`src/rtl/axilite_arbiter_2to1_if.sv`:
```
// AXI4-Lite bundle shared by the two upstream masters and the downstream slave.
// AXI_ACLK/AXI_ARESETN travel with the bundle but the arbiter runs on its own clock/reset.
interface axilite_int #(
  parameter int C_AXI_DATA_WIDTH = 32,
  parameter int C_AXI_ADDR_WIDTH = 8
);
  logic                          AXI_ACLK;
  logic                          AXI_ARESETN;
  logic [C_AXI_ADDR_WIDTH-1:0]   AWADDR;
  logic [2:0]                    AWPROT;
  logic                          AWVALID;
  logic                          AWREADY;
  logic [C_AXI_DATA_WIDTH-1:0]   WDATA;
  logic [C_AXI_DATA_WIDTH/8-1:0] WSTRB;
  logic                          WVALID;
  logic                          WREADY;
  logic [1:0]                    BRESP;
  logic                          BVALID;
  logic                          BREADY;
  logic [C_AXI_ADDR_WIDTH-1:0]   ARADDR;
  logic [2:0]                    ARPROT;
  logic                          ARVALID;
  logic                          ARREADY;
  logic [C_AXI_DATA_WIDTH-1:0]   RDATA;
  logic [1:0]                    RRESP;
  logic                          RVALID;
  logic                          RREADY;

  modport master (
    output AWADDR, AWPROT, AWVALID, input AWREADY,
    output WDATA, WSTRB, WVALID, input WREADY,
    input BRESP, BVALID, output BREADY,
    output ARADDR, ARPROT, ARVALID, input ARREADY,
    input RDATA, RRESP, RVALID, output RREADY
  );

  modport slave (
    input AWADDR, AWPROT, AWVALID, output AWREADY,
    input WDATA, WSTRB, WVALID, output WREADY,
    output BRESP, BVALID, input BREADY,
    input ARADDR, ARPROT, ARVALID, output ARREADY,
    output RDATA, RRESP, RVALID, input RREADY
  );
endinterface

```
`src/rtl/axilite_arbiter_2to1.sv`:
```
// Round-robin 2:1 AXI4-Lite arbiter; read and write channels each hold one outstanding
// transaction. Handshake rule: a transfer happens on a clock edge where VALID && READY.
module axilite_arbiter_2to1 #(
  parameter int C_AXI_DATA_WIDTH = 32,
  parameter int C_AXI_ADDR_WIDTH = 8
) (
  input  logic       AXI_ACLK,
  input  logic       AXI_ARESET,
  axilite_int.slave  s0,
  axilite_int.slave  s1,
  axilite_int.master m,
  output logic [1:0] rd_grant,
  output logic [1:0] wr_grant,
  output logic [1:0] rd_state_dbg,
  output logic [1:0] wr_state_dbg
);

  typedef enum logic [1:0] {R_IDLE = 2'd0, R_ADDR = 2'd1, R_DATA = 2'd2} rd_state_t;
  typedef enum logic [1:0] {W_IDLE = 2'd0, W_ADDR = 2'd1, W_RESP = 2'd2} wr_state_t;

  rd_state_t rd_state, rd_state_nxt;
  wr_state_t wr_state, wr_state_nxt;
  logic [1:0] rd_grant_nxt, wr_grant_nxt;
  logic rd_pri, rd_pri_nxt, wr_pri, wr_pri_nxt;
  logic aw_done, aw_done_nxt, w_done, w_done_nxt;

  logic [C_AXI_ADDR_WIDTH-1:0]   ar_addr_sel, aw_addr_sel;
  logic [C_AXI_DATA_WIDTH-1:0]   w_data_sel;
  logic [C_AXI_DATA_WIDTH/8-1:0] w_strb_sel;
  logic ar_valid, r_ready, aw_valid, w_valid, b_ready;

  // pri=0 favours s0 under contention; a lone requester always wins
  function automatic logic [1:0] pick(input logic req0, input logic req1, input logic pri);
    if (req0 && (!req1 || !pri)) return 2'b01;
    else if (req1)               return 2'b10;
    else                         return 2'b00;
  endfunction

  assign rd_state_dbg = rd_state;
  assign wr_state_dbg = wr_state;

  assign ar_addr_sel = rd_grant[1] ? s1.ARADDR : s0.ARADDR;
  assign aw_addr_sel = wr_grant[1] ? s1.AWADDR : s0.AWADDR;
  assign w_data_sel  = wr_grant[1] ? s1.WDATA  : s0.WDATA;
  assign w_strb_sel  = wr_grant[1] ? s1.WSTRB  : s0.WSTRB;

  always_ff @(posedge AXI_ACLK or posedge AXI_ARESET) begin
    if (AXI_ARESET) begin
      rd_state <= R_IDLE;
      rd_grant <= 2'b00;
      rd_pri   <= 1'b0;
      wr_state <= W_IDLE;
      wr_grant <= 2'b00;
      wr_pri   <= 1'b0;
      aw_done  <= 1'b0;
      w_done   <= 1'b0;
    end else begin
      rd_state <= rd_state_nxt;
      rd_grant <= rd_grant_nxt;
      rd_pri   <= rd_pri_nxt;
      wr_state <= wr_state_nxt;
      wr_grant <= wr_grant_nxt;
      wr_pri   <= wr_pri_nxt;
      aw_done  <= aw_done_nxt;
      w_done   <= w_done_nxt;
    end
  end

  always_comb begin
    rd_state_nxt = rd_state;
    rd_grant_nxt = rd_grant;
    rd_pri_nxt   = rd_pri;
    ar_valid     = 1'b0;
    r_ready      = 1'b0;
    m.ARADDR     = ar_addr_sel;
    m.ARPROT     = rd_grant[1] ? s1.ARPROT : s0.ARPROT;
    m.ARVALID    = 1'b0;
    m.RREADY     = 1'b0;
    s0.ARREADY   = 1'b0;
    s1.ARREADY   = 1'b0;
    s0.RVALID    = 1'b0;
    s1.RVALID    = 1'b0;
    s0.RDATA     = m.RDATA;
    s1.RDATA     = m.RDATA;
    s0.RRESP     = m.RRESP;
    s1.RRESP     = m.RRESP;
    case (rd_state)
      R_IDLE: begin
        if (s0.ARVALID || s1.ARVALID) begin
          rd_grant_nxt = pick(s0.ARVALID, s1.ARVALID, rd_pri);
          rd_state_nxt = R_ADDR;
        end
      end
      R_ADDR: begin
        ar_valid   = rd_grant[1] ? s1.ARVALID : s0.ARVALID;
        m.ARVALID  = ar_valid;
        s0.ARREADY = rd_grant[0] && m.ARREADY;
        s1.ARREADY = rd_grant[1] && m.ARREADY;
        if (ar_valid && m.ARREADY) rd_state_nxt = R_DATA;
      end
      R_DATA: begin
        r_ready   = rd_grant[1] ? s1.RREADY : s0.RREADY;
        m.RREADY  = r_ready;
        s0.RVALID = rd_grant[0] && m.RVALID;
        s1.RVALID = rd_grant[1] && m.RVALID;
        if (m.RVALID && r_ready) begin
          rd_state_nxt = R_IDLE;
          rd_grant_nxt = 2'b00;
          rd_pri_nxt   = rd_grant[0];
        end
      end
      default: rd_state_nxt = R_IDLE;
    endcase
  end

  always_comb begin
    wr_state_nxt = wr_state;
    wr_grant_nxt = wr_grant;
    wr_pri_nxt   = wr_pri;
    aw_done_nxt  = aw_done;
    w_done_nxt   = w_done;
    aw_valid     = 1'b0;
    w_valid      = 1'b0;
    b_ready      = 1'b0;
    m.AWADDR     = aw_addr_sel;
    m.AWPROT     = wr_grant[1] ? s1.AWPROT : s0.AWPROT;
    m.AWVALID    = 1'b0;
    m.WDATA      = w_data_sel;
    m.WSTRB      = w_strb_sel;
    m.WVALID     = 1'b0;
    m.BREADY     = 1'b0;
    s0.AWREADY   = 1'b0;
    s1.AWREADY   = 1'b0;
    s0.WREADY    = 1'b0;
    s1.WREADY    = 1'b0;
    s0.BVALID    = 1'b0;
    s1.BVALID    = 1'b0;
    s0.BRESP     = m.BRESP;
    s1.BRESP     = m.BRESP;
    case (wr_state)
      W_IDLE: begin
        if (s0.AWVALID || s0.WVALID || s1.AWVALID || s1.WVALID) begin
          wr_grant_nxt = pick(s0.AWVALID || s0.WVALID, s1.AWVALID || s1.WVALID, wr_pri);
          wr_state_nxt = W_ADDR;
        end
      end
      W_ADDR: begin
        // each channel is masked off once its own handshake has been taken
        aw_valid   = !aw_done && (wr_grant[1] ? s1.AWVALID : s0.AWVALID);
        w_valid    = !w_done  && (wr_grant[1] ? s1.WVALID  : s0.WVALID);
        m.AWVALID  = aw_valid;
        m.WVALID   = w_valid;
        s0.AWREADY = wr_grant[0] && !aw_done && m.AWREADY;
        s1.AWREADY = wr_grant[1] && !aw_done && m.AWREADY;
        s0.WREADY  = wr_grant[0] && !w_done && m.WREADY;
        s1.WREADY  = wr_grant[1] && !w_done && m.WREADY;
        aw_done_nxt = aw_done || (aw_valid && m.AWREADY);
        w_done_nxt  = w_done  || (w_valid && m.WREADY);
        if (aw_done_nxt && w_done_nxt) wr_state_nxt = W_RESP;
      end
      W_RESP: begin
        b_ready   = wr_grant[1] ? s1.BREADY : s0.BREADY;
        m.BREADY  = b_ready;
        s0.BVALID = wr_grant[0] && m.BVALID;
        s1.BVALID = wr_grant[1] && m.BVALID;
        if (m.BVALID && b_ready) begin
          wr_state_nxt = W_IDLE;
          wr_grant_nxt = 2'b00;
          wr_pri_nxt   = wr_grant[0];
          aw_done_nxt  = 1'b0;
          w_done_nxt   = 1'b0;
        end
      end
      default: wr_state_nxt = W_IDLE;
    endcase
  end

endmodule

```
`src/flat_wrapper.sv`:
```
// flat-port wrapper written by rule: the top's interface ports become plain ports
module axilite_arbiter_2to1_flat 
#(
  parameter int C_AXI_DATA_WIDTH = 32,
  parameter int C_AXI_ADDR_WIDTH = 8
)
  (AXI_ACLK, AXI_ARESET, rd_grant, wr_grant, rd_state_dbg, wr_state_dbg, s0_AWADDR, s0_AWPROT, s0_AWVALID, s0_AWREADY, s0_WDATA, s0_WSTRB, s0_WVALID, s0_WREADY, s0_BRESP, s0_BVALID, s0_BREADY, s0_ARADDR, s0_ARPROT, s0_ARVALID, s0_ARREADY, s0_RDATA, s0_RRESP, s0_RVALID, s0_RREADY, s1_AWADDR, s1_AWPROT, s1_AWVALID, s1_AWREADY, s1_WDATA, s1_WSTRB, s1_WVALID, s1_WREADY, s1_BRESP, s1_BVALID, s1_BREADY, s1_ARADDR, s1_ARPROT, s1_ARVALID, s1_ARREADY, s1_RDATA, s1_RRESP, s1_RVALID, s1_RREADY, m_AWADDR, m_AWPROT, m_AWVALID, m_AWREADY, m_WDATA, m_WSTRB, m_WVALID, m_WREADY, m_BRESP, m_BVALID, m_BREADY, m_ARADDR, m_ARPROT, m_ARVALID, m_ARREADY, m_RDATA, m_RRESP, m_RVALID, m_RREADY);
  axilite_int #(.C_AXI_DATA_WIDTH(C_AXI_DATA_WIDTH), .C_AXI_ADDR_WIDTH(C_AXI_ADDR_WIDTH)) s0_i ();
  axilite_int #(.C_AXI_DATA_WIDTH(C_AXI_DATA_WIDTH), .C_AXI_ADDR_WIDTH(C_AXI_ADDR_WIDTH)) s1_i ();
  axilite_int #(.C_AXI_DATA_WIDTH(C_AXI_DATA_WIDTH), .C_AXI_ADDR_WIDTH(C_AXI_ADDR_WIDTH)) m_i ();
  input  logic AXI_ACLK;
  input  logic AXI_ARESET;
  output logic [1:0] rd_grant;
  output logic [1:0] wr_grant;
  output logic [1:0] rd_state_dbg;
  output logic [1:0] wr_state_dbg;
  input wire logic [$bits(s0_i.AWADDR)-1:0] s0_AWADDR;
  input wire logic [$bits(s0_i.AWPROT)-1:0] s0_AWPROT;
  input wire logic [$bits(s0_i.AWVALID)-1:0] s0_AWVALID;
  output wire logic [$bits(s0_i.AWREADY)-1:0] s0_AWREADY;
  input wire logic [$bits(s0_i.WDATA)-1:0] s0_WDATA;
  input wire logic [$bits(s0_i.WSTRB)-1:0] s0_WSTRB;
  input wire logic [$bits(s0_i.WVALID)-1:0] s0_WVALID;
  output wire logic [$bits(s0_i.WREADY)-1:0] s0_WREADY;
  output wire logic [$bits(s0_i.BRESP)-1:0] s0_BRESP;
  output wire logic [$bits(s0_i.BVALID)-1:0] s0_BVALID;
  input wire logic [$bits(s0_i.BREADY)-1:0] s0_BREADY;
  input wire logic [$bits(s0_i.ARADDR)-1:0] s0_ARADDR;
  input wire logic [$bits(s0_i.ARPROT)-1:0] s0_ARPROT;
  input wire logic [$bits(s0_i.ARVALID)-1:0] s0_ARVALID;
  output wire logic [$bits(s0_i.ARREADY)-1:0] s0_ARREADY;
  output wire logic [$bits(s0_i.RDATA)-1:0] s0_RDATA;
  output wire logic [$bits(s0_i.RRESP)-1:0] s0_RRESP;
  output wire logic [$bits(s0_i.RVALID)-1:0] s0_RVALID;
  input wire logic [$bits(s0_i.RREADY)-1:0] s0_RREADY;
  input wire logic [$bits(s1_i.AWADDR)-1:0] s1_AWADDR;
  input wire logic [$bits(s1_i.AWPROT)-1:0] s1_AWPROT;
  input wire logic [$bits(s1_i.AWVALID)-1:0] s1_AWVALID;
  output wire logic [$bits(s1_i.AWREADY)-1:0] s1_AWREADY;
  input wire logic [$bits(s1_i.WDATA)-1:0] s1_WDATA;
  input wire logic [$bits(s1_i.WSTRB)-1:0] s1_WSTRB;
  input wire logic [$bits(s1_i.WVALID)-1:0] s1_WVALID;
  output wire logic [$bits(s1_i.WREADY)-1:0] s1_WREADY;
  output wire logic [$bits(s1_i.BRESP)-1:0] s1_BRESP;
  output wire logic [$bits(s1_i.BVALID)-1:0] s1_BVALID;
  input wire logic [$bits(s1_i.BREADY)-1:0] s1_BREADY;
  input wire logic [$bits(s1_i.ARADDR)-1:0] s1_ARADDR;
  input wire logic [$bits(s1_i.ARPROT)-1:0] s1_ARPROT;
  input wire logic [$bits(s1_i.ARVALID)-1:0] s1_ARVALID;
  output wire logic [$bits(s1_i.ARREADY)-1:0] s1_ARREADY;
  output wire logic [$bits(s1_i.RDATA)-1:0] s1_RDATA;
  output wire logic [$bits(s1_i.RRESP)-1:0] s1_RRESP;
  output wire logic [$bits(s1_i.RVALID)-1:0] s1_RVALID;
  input wire logic [$bits(s1_i.RREADY)-1:0] s1_RREADY;
  output wire logic [$bits(m_i.AWADDR)-1:0] m_AWADDR;
  output wire logic [$bits(m_i.AWPROT)-1:0] m_AWPROT;
  output wire logic [$bits(m_i.AWVALID)-1:0] m_AWVALID;
  input wire logic [$bits(m_i.AWREADY)-1:0] m_AWREADY;
  output wire logic [$bits(m_i.WDATA)-1:0] m_WDATA;
  output wire logic [$bits(m_i.WSTRB)-1:0] m_WSTRB;
  output wire logic [$bits(m_i.WVALID)-1:0] m_WVALID;
  input wire logic [$bits(m_i.WREADY)-1:0] m_WREADY;
  input wire logic [$bits(m_i.BRESP)-1:0] m_BRESP;
  input wire logic [$bits(m_i.BVALID)-1:0] m_BVALID;
  output wire logic [$bits(m_i.BREADY)-1:0] m_BREADY;
  output wire logic [$bits(m_i.ARADDR)-1:0] m_ARADDR;
  output wire logic [$bits(m_i.ARPROT)-1:0] m_ARPROT;
  output wire logic [$bits(m_i.ARVALID)-1:0] m_ARVALID;
  input wire logic [$bits(m_i.ARREADY)-1:0] m_ARREADY;
  input wire logic [$bits(m_i.RDATA)-1:0] m_RDATA;
  input wire logic [$bits(m_i.RRESP)-1:0] m_RRESP;
  input wire logic [$bits(m_i.RVALID)-1:0] m_RVALID;
  output wire logic [$bits(m_i.RREADY)-1:0] m_RREADY;
  assign s0_i.AWADDR = s0_AWADDR;
  assign s0_i.AWPROT = s0_AWPROT;
  assign s0_i.AWVALID = s0_AWVALID;
  assign s0_AWREADY = s0_i.AWREADY;
  assign s0_i.WDATA = s0_WDATA;
  assign s0_i.WSTRB = s0_WSTRB;
  assign s0_i.WVALID = s0_WVALID;
  assign s0_WREADY = s0_i.WREADY;
  assign s0_BRESP = s0_i.BRESP;
  assign s0_BVALID = s0_i.BVALID;
  assign s0_i.BREADY = s0_BREADY;
  assign s0_i.ARADDR = s0_ARADDR;
  assign s0_i.ARPROT = s0_ARPROT;
  assign s0_i.ARVALID = s0_ARVALID;
  assign s0_ARREADY = s0_i.ARREADY;
  assign s0_RDATA = s0_i.RDATA;
  assign s0_RRESP = s0_i.RRESP;
  assign s0_RVALID = s0_i.RVALID;
  assign s0_i.RREADY = s0_RREADY;
  assign s1_i.AWADDR = s1_AWADDR;
  assign s1_i.AWPROT = s1_AWPROT;
  assign s1_i.AWVALID = s1_AWVALID;
  assign s1_AWREADY = s1_i.AWREADY;
  assign s1_i.WDATA = s1_WDATA;
  assign s1_i.WSTRB = s1_WSTRB;
  assign s1_i.WVALID = s1_WVALID;
  assign s1_WREADY = s1_i.WREADY;
  assign s1_BRESP = s1_i.BRESP;
  assign s1_BVALID = s1_i.BVALID;
  assign s1_i.BREADY = s1_BREADY;
  assign s1_i.ARADDR = s1_ARADDR;
  assign s1_i.ARPROT = s1_ARPROT;
  assign s1_i.ARVALID = s1_ARVALID;
  assign s1_ARREADY = s1_i.ARREADY;
  assign s1_RDATA = s1_i.RDATA;
  assign s1_RRESP = s1_i.RRESP;
  assign s1_RVALID = s1_i.RVALID;
  assign s1_i.RREADY = s1_RREADY;
  assign m_AWADDR = m_i.AWADDR;
  assign m_AWPROT = m_i.AWPROT;
  assign m_AWVALID = m_i.AWVALID;
  assign m_i.AWREADY = m_AWREADY;
  assign m_WDATA = m_i.WDATA;
  assign m_WSTRB = m_i.WSTRB;
  assign m_WVALID = m_i.WVALID;
  assign m_i.WREADY = m_WREADY;
  assign m_i.BRESP = m_BRESP;
  assign m_i.BVALID = m_BVALID;
  assign m_BREADY = m_i.BREADY;
  assign m_ARADDR = m_i.ARADDR;
  assign m_ARPROT = m_i.ARPROT;
  assign m_ARVALID = m_i.ARVALID;
  assign m_i.ARREADY = m_ARREADY;
  assign m_i.RDATA = m_RDATA;
  assign m_i.RRESP = m_RRESP;
  assign m_i.RVALID = m_RVALID;
  assign m_RREADY = m_i.RREADY;
  axilite_arbiter_2to1 #(.C_AXI_DATA_WIDTH(C_AXI_DATA_WIDTH), .C_AXI_ADDR_WIDTH(C_AXI_ADDR_WIDTH)) u_core (.AXI_ACLK(AXI_ACLK), .AXI_ARESET(AXI_ARESET), .s0(s0_i), .s1(s1_i), .m(m_i), .rd_grant(rd_grant), .wr_grant(wr_grant), .rd_state_dbg(rd_state_dbg), .wr_state_dbg(wr_state_dbg));
endmodule
```
`config.mk`:
```
export PLATFORM = sky130hd
export DESIGN_NAME = axilite_arbiter_2to1_flat
export DESIGN_NICKNAME = d
export VERILOG_FILES = /design/src/rtl/axilite_arbiter_2to1_if.sv /design/src/rtl/axilite_arbiter_2to1.sv /design/src/flat_wrapper.sv
export SDC_FILE = /design/constraint.sdc
export NUM_CORES = 1
export LEC_CHECK = 0
export CORE_AREA = 2 2 126 128
export DETAILED_ROUTE_END_ITERATION = 8
export DIE_AREA = 0 0 128 130
export GPL_TIMING_DRIVEN = 1
export PLACE_DENSITY_LB_ADDON = 0.08
export SLEW_MARGIN = 20
export SYNTH_ARGS = -nofsm -noshare
export SYNTH_HDL_FRONTEND = slang
export SYNTH_SLANG_ARGS = --single-unit
```
`constraint.sdc`:
```
create_clock -name AXI_ACLK -period 1.6 [get_ports AXI_ACLK]
set_clock_uncertainty 0.05 [all_clocks]
set_input_delay 0.16 -clock AXI_ACLK [delete_from_list [all_inputs] [get_ports AXI_ACLK]]
set_output_delay 0.16 -clock AXI_ACLK [all_outputs]
set_load 0.01 [all_outputs]
```
**Word-level counts from Yosys, hierarchy flattened**

Cells that the tools add are included.

- Reduce and logical (&&, ||, !) cells: 51
- Eq/ne operators: 10
- Muxes and demuxes: 45

Operators by type and width:

| cell | count |
|---|---|
| two-way mux 32 bit | 1 |
| logical AND 1 bit | 24 |
| two-way mux 2 bit | 12 |
| two-way mux 1 bit | 21 |
| two-way mux 8 bit | 2 |
| inequality test 2 x 1 -> 1 bit (second input constant) | 6 |
| case mux 2 bit (3 select lines) | 2 |
| AND reduction 3 bit | 4 |
| logical OR 1 bit | 9 |
| case mux 2 bit (2 select lines) | 2 |
| logical NOT 1 bit | 6 |
| two-way mux 3 bit | 2 |
| AND reduction 2 bit | 3 |
| nonzero test 2 bit | 3 |
| == test 2 x 1 -> 1 bit (second input constant) | 2 |
| == test 2 bit (second input constant) | 2 |
| logical NOT 2 bit | 2 |
| two-way mux 4 bit | 1 |
| case mux 1 bit (2 select lines) | 2 |

- Bits in registers: 12
- Word-level logic and storage cells: 114
- Output and inout port bits: 153
- Bits of input ports: 169

**Logic depth before layout (Yosys ltp)**

- Depth in word-level cells: 7
- Mapped depth: 4
- Depth with buffers taken out: 3

**Worst setup path after synthesis**

No wires, ideal clock.

- Path type: flip-flop to flip-flop
- Start point: reg u_core.rd_grant[1]
- End point: reg u_core.rd_grant[0]
- Setup time: 0.125 ns
- Buffers on the path: 1
- Data required time: 1.425 ns
- Path slack: 0.195 ns
- Arrival: 1.230 ns
- Period minus slack after synthesis: 1.405 ns
- Cell stages (with the launch flop): 5
- Cells stage by stage: dfrtp_1 -> buf_6 -> mux2i_4 -> o32ai_2 -> mux2_4

- Longest elaborated chain between the ends: 4

RTL lines:

| element | line | source |
|---|---|---|
| from (decl) | axilite_arbiter_2to1.sv:12 | `output logic [1:0] rd_grant,` |
| from (signal assigned) | axilite_arbiter_2to1.sv:59 | `rd_grant <= rd_grant_nxt;` |
| two-way mux 1 bit | axilite_arbiter_2to1.sv:102 | `r_ready = rd_grant[1] ? s1.RREADY : s0.RREADY;` |
| logical AND 1 bit | axilite_arbiter_2to1.sv:106 | `if (m.RVALID && r_ready) begin` |
| inequality test 2 x 1 -> 1 bit (no line) | n/a |  |
| AND reduction 3 bit (no line) | n/a |  |

No other way between the ends.
A chain may end at the register's enable or synchronous reset.

**Worst setup path in the final report**

- Start point: reg u_core.wr_grant[1]
- End point: out m_WSTRB[2]

- Longest elaborated chain between the ends: 1

RTL lines:

| element | line | source |
|---|---|---|
| from (decl) | axilite_arbiter_2to1.sv:13 | `output logic [1:0] wr_grant,` |
| from (signal assigned) | axilite_arbiter_2to1.sv:62 | `wr_grant <= wr_grant_nxt;` |
| two-way mux 4 bit | axilite_arbiter_2to1.sv:45 | `assign w_strb_sel = wr_grant[1] ? s1.WSTRB : s0.WSTRB;` |
| to (decl) | flat_wrapper.sv:60 | `output wire logic [$bits(m_i.WSTRB)-1:0] m_WSTRB;` |

No other way between the ends.

==> qor.txt <==
status - finished with violations
failing checks - negative setup slack
die area - 16640 µm²
IO buf count - 213
Residual DRC - 0
final WL - 9227 µm
RSZ-0062 raised after global routing - yes
Total Neg Setup Slack - -1.231 ns
via count - 2255
root buf cell - clkbuf_16
Slew headroom - 0.6582
slowest cell delay on critical path - 0.44 ns
I/O pin total - 322
worst slew pin tran - 0.5122 ns
height of the die - 130 µm
vias per cell - 3.777
die width - 128 µm
Fmax - 0.6056 GHz
Critical Path, Cell by Cell - buf_12, clkbuf_16, mux2_2, buf_6
Layout fillers - 1664
DR iter-0 viols - 21
Final Cycle Share - 1.032
Setup CP Type - reg2out
total gr overflow - 0
startpoint types - register
Cells after Synth - 221
Pwr Density - 1160 nW/µm²
Num CTS Buffers - 3
Post-Layout Cell Count - 597
synthesized flop and latch total - 12
Tmin final - 1.651 ns
placed insts - 577
initial core utilization - 0.1319
Fin. Hold Viols - 0
Worst EP required - 1.39 ns
CP Launch Point - u_core.wr_grant[1]
Max rail drop VDD - 0.0004875 V
register area - 302.8 µm²
post-DP HPWL - 7543 µm
YS warnings - 0
post-synth cell types - 31
cell taking the most area after synthesis - mux2_2
Worst Path Arrival - 1.44 ns
min-delay worst type - in2async
layout cells sized above 1 - 0.4914
commonest cells after routing, fill and taps aside - clkdlybuf4s50_1 (139), buf_6 (42), mux2_4 (33), buf_4 (32), mux2_2 (29)
clk sinks - 12
clk buf depth - 2
Crit Reg-Reg Startpoint - u_core.rd_grant[1]
# setup viols final - 39
Routed WL per cell - 15.46 µm
Placer Congestion - 0.6970
Nets - 575
Syn Area/Cell - 9.206 µm²
CTS H-tree lvls - 1
register area share after synthesis - 0.1476
Max Cap Viol - 0
mapped cell area - 2034 µm²
CTS tree - built
setup ws final - -0.05122 ns
Lkg Pwr - 1.950 nW
CTS clk-pin slew, worst paths - 0.05 ns
Layout area overhead - 120.4%
antenna cells - 0
CP max-delay cell - dfrtp_2
final slew viol count - 0
Multi-input gate area - 1303 µm²
clk_lat worst skew - 0.24 ns
Crit Path Max Fanout - 7
Synth area leaders - mux2_2 (34%), buf_4 (27%), dfrtp_1 (15%)
crit end category - primary output
Synth top area share - 0.3376
DRT antenna net count - 0
pin count of the biggest net entering global routing - 17
syn_nets - 390
initial antenna violation count - 0
row count - 46
GRT Total Usage - 0.09777
drt first pass iters - 2
commonest non-fill, non-tap cell in the layout - clkdlybuf4s50_1
first-pass GRT wire length - 12630 µm
core footprint - 15420 µm²
vias in the first global route - 2345
where the power goes:
group | total, W | leakage [nW] | switching, W | internal, W
clock | 0.000462 | 0.0382 | 0.000127 | 0.000335
combinational | 0.00412 | 1.77 | 0.00151 | 0.00261
sequential | 0.000619 | 0.147 | 0.000172 | 0.000447
total | 0.00520 | 1.95 | 0.00181 | 0.00339
flip-flops by register name, summed over array words and instances (netlist names):
signal,count
u_core.w_done,1
u_core.wr_pri,1
u_core.rd_state_dbg,2
u_core.wr_grant,2
u_core.rd_pri,1
u_core.aw_done,1
u_core.rd_grant,2
u_core.wr_state_dbg,2
path summary, 6_finish.rpt:
check,to,slack [ns],cells after the start
worst min register to register,u_core.wr_pri,0.47,2
min in group AXI_ACLK,s0_RDATA[23],0.27,0
worst max-delay path,m_WSTRB[2],-0.05,4
worst min-delay path,u_core.aw_done,0.21,2
worst max register to register,u_core.rd_grant[0],-0.02,6
max in group asynchronous,u_core.wr_grant[1],0.92,2
kinds of logic (layout without fill, tap and decap cells):
family	Yosys count	count (layout)	synth area share
AO/OA/AOI/OAI	21	21	0.08057
buffers and inverters	89	273	0.3063
flip-flops	12	12	0.1476
multiplexers	66	66	0.3770
AND/OR/NAND/NOR	33	33	0.08856
worst max-delay path: cells and delay by family, from the launching register on:
| family | cells | cell delay, ns |
|---|---|---|
| flops | 1 | 0.44 |
| buf+inv | 3 | 0.41 |
| mux | 1 | 0.34 |
per-layer routing:
layer / up-vias / GRT usage / wire [µm]
li1: 1060 / - / -
met1: 1036 / 0.1017 / 3389
met2: 147 / 0.1891 / 4824
met3: 12 / 0.03567 / 933
met4: 0 / 0.01939 / 80
met5: - / 0 / 0
stage by stage:
step                      setup WS (ns)  hold slack [ns]  utilization  cell area [µm²]  total power [W]
after detailed placement        -0.2858           0.2701       0.2667             4114         0.004138
after global placement          -0.2781           0.2701       0.2667             4114         0.004161
after floorplan                  0.1953         -0.02530            -             2034         0.002289
final                          -0.05122           0.2112       0.2906             4483         0.005202
after global routing           -0.08807           0.2639       0.2906             4483         0.005546
after CTS                       -0.1790           0.2321       0.2717             4192         0.004737
final cells by class:
class                   instances  area share
inverters                       9    0.007536
clock buffers                   4     0.01758
multi-input cells             120      0.2905
flip-flops and latches         12     0.06754
well taps                     192     0.05359
repair buffers                260      0.5632
repair_timing:
| action | in CTS | in global routing |
|---|---|---|
| setup endpoints to repair | 76 | 77 |
| gates resized for setup | 275 | 91 |
| cloned | 1 | 3 |
| hold buffers | 0 | 0 |
| setup buffers | 8 | 6 |
| pin swaps | 2 | 3 |
Yosys cell counts (all sizes together):
cell	number
dfrtp	12
o32ai	2
mux2i	4
a21oi	5
inv	9
a211oi	1
nand3b	3
o2bb2ai	1
or4	1
nor2b	4
buf	80
o31ai	2
a2bb2oi	1
and2	2
nand2b	2
nand2	2
or2	1
o31a	1
a22o	1
o21ai	5
mux2	62
and3	6
nor2	12
o211ai	1
o21ba	1
(Power assumes the default switching activity.)
